===== config.mk =====
export PLATFORM = sky130hd
export DESIGN_NAME = record_core_mt
export DESIGN_NICKNAME = d
export VERILOG_FILES = /design/src/rtl/rec_pkg.sv /design/src/rtl/rec_decim.sv /design/src/rtl/record_core_mt.sv
export SDC_FILE = /design/constraint.sdc
export NUM_CORES = 1
export LEC_CHECK = 0
export ABC_AREA = 1
export CAP_MARGIN = 20
export CORE_MARGIN = 2
export CORE_UTILIZATION = 40
export CTS_BUF_LIST = sky130_fd_sc_hd__clkbuf_2 sky130_fd_sc_hd__clkbuf_4 sky130_fd_sc_hd__clkbuf_8
export DETAILED_ROUTE_END_ITERATION = 8
export PLACE_DENSITY = 0.73
export SLEW_MARGIN = 20
export SYNTH_ARGS = -nofsm -noshare
export SYNTH_HDL_FRONTEND = slang
export SYNTH_SLANG_ARGS = --single-unit

===== constraint.sdc =====
create_clock -name i_clk -period 3.3 [get_ports i_clk]
set_input_delay 0.33 -clock i_clk [delete_from_list [all_inputs] [get_ports i_clk]]
set_output_delay 0.33 -clock i_clk [all_outputs]
set_load 0.02 [all_outputs]

===== src/rtl/rec_pkg.sv =====
// rtl/rec_pkg.sv - shared recorder state encoding and track address helpers
package rec_pkg;

    typedef enum logic [2:0] {
        IDLE   = 3'd0,
        RD_LEN = 3'd1,
        REC    = 3'd2,
        WRITE  = 3'd3,
        WR_LEN = 3'd4
    } rec_state_e;

    // Region base; the header word lives at the base, samples start one word above it.
    function automatic logic [31:0] track_base(input logic [31:0] track, input logic [31:0] span);
        return track * span;
    endfunction

    function automatic logic [31:0] sample_addr(input logic [31:0] base, input logic [31:0] len);
        return base + 32'd1 + len;
    endfunction

endpackage


===== src/rtl/rec_decim.sv =====
// rtl/rec_decim.sv - decimation counter: flags the accepted sample that should be stored
module rec_decim #(
    parameter int DECIM = 2
) (
    input  logic i_clk,
    input  logic i_rst_n,
    input  logic clr_i,
    input  logic acc_i,
    output logic keep_o
);
    localparam int CW = (DECIM > 1) ? $clog2(DECIM) : 1;
    localparam logic [CW-1:0] LAST = CW'(DECIM - 1);

    logic [CW-1:0] cnt_q, cnt_d;

    assign keep_o = acc_i && (cnt_q == LAST);

    always_comb begin
        cnt_d = cnt_q;
        if (clr_i) begin
            cnt_d = '0;
        end else if (acc_i) begin
            cnt_d = keep_o ? '0 : cnt_q + 1'b1;
        end
    end

    always_ff @(posedge i_clk or negedge i_rst_n) begin
        if (!i_rst_n) begin
            cnt_q <= '0;
        end else begin
            cnt_q <= cnt_d;
        end
    end

endmodule


===== src/rtl/record_core_mt.sv =====
// rtl/record_core_mt.sv - multi-track recorder from codec stream into SDRAM track regions
module record_core_mt
    import rec_pkg::*;
#(
    parameter int ADDR_W     = 23,
    parameter int DATA_W     = 32,
    parameter int N_TRACK    = 4,
    parameter int TRACK_SPAN = 2**20,
    parameter int DECIM      = 2
) (
    input  logic                       i_clk,
    input  logic                       i_rst_n,
    input  logic                       rec_start,
    input  logic [$clog2(N_TRACK)-1:0] rec_track,
    input  logic                       rec_append,
    input  logic                       rec_pause,
    input  logic                       rec_stop,
    output logic                       rec_busy,
    output logic                       rec_done,
    output logic                       rec_full,
    output logic [ADDR_W-1:0]          rec_len,
    output logic                       sdram_read,
    output logic                       sdram_write,
    output logic [ADDR_W-1:0]          sdram_addr,
    output logic [DATA_W-1:0]          sdram_writedata,
    input  logic [DATA_W-1:0]          sdram_readdata,
    input  logic                       sdram_finished,
    output logic                       audio_ready,
    input  logic [DATA_W-1:0]          audio_data,
    input  logic                       audio_valid
);
    localparam logic [ADDR_W-1:0] MAX_LEN = ADDR_W'(TRACK_SPAN - 1);

    rec_state_e        state_q, state_d;
    logic [ADDR_W-1:0] len_q, len_d, base_q, base_d;
    logic [DATA_W-1:0] data_q, data_d;
    logic              stop_pend_q, stop_pend_d;
    logic              full_q, full_d;
    logic              done_q, done_d;
    logic              decim_clr, decim_acc, decim_keep;

    logic [31:0]       base_new_w, samp_addr_w;
    logic [ADDR_W-1:0] rd_len;
    logic              unused_bits;

    assign base_new_w  = track_base(32'(rec_track), 32'(TRACK_SPAN));
    assign samp_addr_w = sample_addr(32'(base_q), 32'(len_q));
    assign rd_len      = sdram_readdata[ADDR_W-1:0];
    assign unused_bits = ^{base_new_w[31:ADDR_W], samp_addr_w[31:ADDR_W],
                           sdram_readdata[DATA_W-1:ADDR_W]};

    assign rec_busy = (state_q != IDLE);
    assign rec_done = done_q;
    assign rec_full = full_q;
    assign rec_len  = len_q;

    rec_decim #(.DECIM(DECIM)) u_decim (
        .i_clk   (i_clk),
        .i_rst_n (i_rst_n),
        .clr_i   (decim_clr),
        .acc_i   (decim_acc),
        .keep_o  (decim_keep)
    );

    always_comb begin
        state_d         = state_q;
        len_d           = len_q;
        base_d          = base_q;
        data_d          = data_q;
        stop_pend_d     = stop_pend_q;
        full_d          = full_q;
        done_d          = 1'b0;
        decim_clr       = 1'b0;
        decim_acc       = 1'b0;
        audio_ready     = 1'b0;
        sdram_read      = 1'b0;
        sdram_write     = 1'b0;
        sdram_addr      = '0;
        sdram_writedata = '0;
        unique case (state_q)
            IDLE: begin
                if (rec_start) begin
                    base_d      = base_new_w[ADDR_W-1:0];
                    full_d      = 1'b0;
                    stop_pend_d = 1'b0;
                    decim_clr   = 1'b1;
                    if (rec_append) begin
                        state_d = RD_LEN;
                    end else begin
                        len_d   = '0;
                        state_d = REC;
                    end
                end
            end
            RD_LEN: begin
                sdram_read = 1'b1;
                sdram_addr = base_q;
                if (sdram_finished) begin
                    len_d   = (rd_len > MAX_LEN) ? MAX_LEN : rd_len;
                    state_d = REC;
                end
            end
            REC: begin
                if (len_q == MAX_LEN) begin
                    full_d  = 1'b1;
                    state_d = WR_LEN;
                end else begin
                    audio_ready = !rec_pause;
                    // A sample arriving together with stop is handshaken but never stored.
                    if (rec_stop) begin
                        state_d = WR_LEN;
                    end else if (audio_valid && audio_ready) begin
                        decim_acc = 1'b1;
                        if (decim_keep) begin
                            data_d  = audio_data;
                            state_d = WRITE;
                        end
                    end
                end
            end
            WRITE: begin
                sdram_write     = 1'b1;
                sdram_addr      = samp_addr_w[ADDR_W-1:0];
                sdram_writedata = data_q;
                if (rec_stop) begin
                    stop_pend_d = 1'b1;
                end
                if (sdram_finished) begin
                    len_d = len_q + 1'b1;
                    if (stop_pend_q || rec_stop) begin
                        state_d = WR_LEN;
                    end else if (len_q + 1'b1 == MAX_LEN) begin
                        full_d  = 1'b1;
                        state_d = WR_LEN;
                    end else begin
                        state_d = REC;
                    end
                end
            end
            WR_LEN: begin
                sdram_write     = 1'b1;
                sdram_addr      = base_q;
                sdram_writedata = DATA_W'(len_q);
                if (sdram_finished) begin
                    done_d  = 1'b1;
                    state_d = IDLE;
                end
            end
            default: state_d = IDLE;
        endcase
    end

    always_ff @(posedge i_clk or negedge i_rst_n) begin
        if (!i_rst_n) begin
            state_q     <= IDLE;
            len_q       <= '0;
            base_q      <= '0;
            data_q      <= '0;
            stop_pend_q <= 1'b0;
            full_q      <= 1'b0;
            done_q      <= 1'b0;
        end else begin
            state_q     <= state_d;
            len_q       <= len_d;
            base_q      <= base_d;
            data_q      <= data_d;
            stop_pend_q <= stop_pend_d;
            full_q      <= full_d;
            done_q      <= done_d;
        end
    end

endmodule


==> results.md, run 1 <==
- Status: complete, but fails checks
- Failing checks: hold timing
- Per-instance average area after synthesis: 6.98 µm²
- Number of buffers added on ports: between 100 and 150
- Clock Latency Late Sink: 0.36 ns
- Peak VDD IR: between 0.4 and 0.5 mV
- Final net count: just over 800
- RSZ-0062 raised after global routing: false
- Post-synthesis register bit count: 64
- Final setup violation count: 0
- Syn nets: 675
- CTS H-tree lvls: 3
- CP max-delay cell: clkdlybuf4s50_1
- Layout fillers: around 1000
- Yosys top cell by area: dfrtp_1
- Post-synth top area share: 38.4%
- Hold_ws: -0.00127 ns
- Gr ovfl total: 0
- Clk root buf: clkbuf_8
- Kind of critical path: flop to primary output
- Crit-path leading delay family: buffers and inverters
- Worst EP required: 2.97 ns
- Routed length per placed instance: 15.1 µm
- Buf/Inv on CP: 4
- Rel. slew slack: between 50% and 60%
- Final worst slack: approximately 0.21 ns
- Core box area: 0.0102 mm²
- DIE WIDTH: roughly 110 µm
- Hold_buf cts: 0
- Clk slew on worst S/H paths: 0.07 ns
- Sequential-to-total area share from yosys stat: between 30% and 40%
- Largest net degree at the start of global routing: 67
- CP Data Arrival Time: 2.76 ns
- Worst Skew: 0.00698 ns
- Pre-Repair DR Iteration Count: 7
- Worst Max-Slew Pin Slew: around 0.67 ns
- Slew Limit Fails: 0
- Layout cells sized above 1: under 10%
- Main synth FF type: dfrtp_1
- Classification of the worst-slack hold path: input port to asynchronous set/reset pin
- Die area: 0.0113 mm²
- DRT antenna net count: 0
- Synth area leaders: dfrtp_1 38%, nand2_1 14%, inv_1 7.7%
- Ys async rst share: 100%
- Setup tns final: 0 ns
- Via/cell ratio: 5.07
- DR vias: 4475
- Final hold viol count: 2
- Power Dens Cells: ~800 mW/mm²
- Inserted Clock Buffers: 9
- GRT Total Usage: 24.8%
- DP HPWL: 10100 µm
- Antenna violations before repair: 0
- Post-Route WL: 13400 µm
- Crit path cell chain: inv_1, nand2_1, nor2_2, clkinv_1, buf_4, nor2_1, clkdlybuf4s50_1
- Syn Std Cell Area: ~0.0042 mm²
- Clock Path Buffers: 2
- First-pass GRT wire length: about 22000 µm
- Area Growth Syn to Fin: 43.0%
- CP Max Fanout: 60
- Period utilization: 93.5%
- Die Y: 106 µm
- # diodes: 0
- Num Clock Sinks: 64
- Post-synthesis cell type count: 38
- Max stage delay on crit path: 0.65 ns
- Synth Instances: a little under 600
- Number of synthesized flops with an enable pin: 0
- Critical path launch point type: flop
- Crit. End Element: primary output
- Min Tclk post-route: 3.09 ns
- Num rows: 37
- Leakage: about 0.0027 µW
- Cell Area, Placed: 0.00577 mm²
- Initial drt markers: about 260
- Yosys warns: 0
- GPL Wtd Cong: 0.903
- Pre-CTS setup slack: 0.591 ns
- DRC errors left: 0
- Fmax: 324 MHz
- Vias in the first global route: 4424
- TritonCTS clock tree: built
- # IOs: 158
- Max cap viols: 0
- Starting density of the core: 40.7%
- Design Area, Final: 0.00596 mm²
[timing repair]
action,CTS,global route
buffers inserted,0,0
gates resized for setup,0,1
endpoints found under the setup margin,0,1
[state kept, by name, indices dropped and copies added (netlist names)]
name	count
data_q	32
rec_len	23
state_q	3
base_q	2
rec_done	1
rec_full	1
stop_pend_q	1
u_decim.cnt_q	1
[synth_stat cells (3+ instances only)]
cell        n
inv_2       3
nand3_1    19
o22ai_1    26
o21ai_0    48
nor2_2      5
inv_1      86
buf_2       5
o22a_1      4
a31oi_1     7
ha_1        4
o21ai_1    23
o21ai_2    13
nand2_2     6
nor2_1     79
clkbuf_1   11
nand4_1     5
nand2_1   151
nor2_4      4
clkinv_1    3
buf_6       5
dfrtp_1    64
xor2_1      4
[report_power, final]
group	internal (µW)	switching (µW)	total [µW]
logic	1130	1610	2740
clock network	370	314	683
registers	1130	293	1420
[placed cells by master, fill, tap and decap left out, drive strengths merged, types with 6 or more instances in the layout]
| cell type | netlist | final |
|---|---|---|
| nand2 | 159 | 159 |
| clkdlybuf4s50 | 0 | 147 |
| inv | 89 | 89 |
| nor2 | 89 | 89 |
| o21ai | 84 | 84 |
| dfrtp | 64 | 64 |
| o22ai | 26 | 26 |
| nand3 | 21 | 21 |
| clkbuf | 11 | 11 |
| buf | 12 | 10 |
| a31oi | 7 | 7 |
| nand4 | 6 | 6 |
| clkinv | 3 | 6 |
[stage by stage]
stage                     instances  total power, µW  utilization [%]  hold slack [ns]
after floorplan                 597             3040                -           0.0344
after global placement          867             4110             56.4            0.398
after detailed placement        867             4170             56.4            0.402
after CTS                       882             4860             58.2           0.0183
after global routing            882             5210             58.3           0.0372
final                           882             4850             58.3         -0.00127
[per-layer routing]
metal | routed length (µm) | global-route usage [%] | share of wire [%]
met5 | 0 | 0 | 0
met3 | 822 | 4.05 | 6.2
met4 | 295 | 9.59 | 2.2
met2 | 6510 | 42.6 | 49
met1 | 5720 | 31.2 | 43
[worst register-to-register path, cell delays in order (launching register included)]
cell	delay [ns]
dfrtp_1	0.43
nor2_1	0.12
inv_1	0.06
nor2_1	0.12
inv_1	0.10
nor2_1	0.17
inv_1	0.18
a21oi_4	0.56
buf_4	0.35
nand2_1	0.08
o21ai_0	0.08
[path summary, 6_finish.rpt]
check	start	to	slack [ns]	depth (start not counted)
max	state_q[2]	sdram_addr[19]	0.21	7
min	i_rst_n	data_q[4]	-0.001	1
max reg2reg	state_q[1]	rec_len[3]	0.97	10
min reg2reg	stop_pend_q	stop_pend_q	0.49	2
max in group asynchronous	i_rst_n	rec_len[7]	2.46	2
min in group i_clk	stop_pend_q	stop_pend_q	0.49	2
[cell families after synthesis]
family	Yosys count	share of synthesized area, %
flops	64	38.4
buf+inv	115	11.4
fa+ha+maj	4	1.20
xor+xnor	5	1.05
simple gates	279	28.8
compound gates	130	19.1
[layout make-up]
| cell class | instances | area [µm²] | share of cell area (%) |
|---|---|---|---|
| multi-input cells | 418 | 2100 | 35.2 |
| inverters | 92 | 345 | 5.79 |
| clock buffers | 11 | 145 | 2.43 |
| well taps | 136 | 170 | 2.85 |
| clock inverters | 4 | 45.0 | 0.755 |
| repair buffers | 157 | 1560 | 26.1 |
| flip-flops and latches | 64 | 1600 | 26.9 |
Power figures use the tool's default switching activity.
==> inputs of run 2 (changes only) <==
--- a/config.mk
+++ b/config.mk
@@ -6,7 +6,6 @@
 export NUM_CORES = 1
 export LEC_CHECK = 0
 export ABC_AREA = 1
-export CAP_MARGIN = 20
 export CORE_MARGIN = 2
 export CORE_UTILIZATION = 40
 export CTS_BUF_LIST = sky130_fd_sc_hd__clkbuf_2 sky130_fd_sc_hd__clkbuf_4 sky130_fd_sc_hd__clkbuf_8
==> results of run 2 <==
Same layout as run 1: the final DEF is identical, and so are final timing and power.
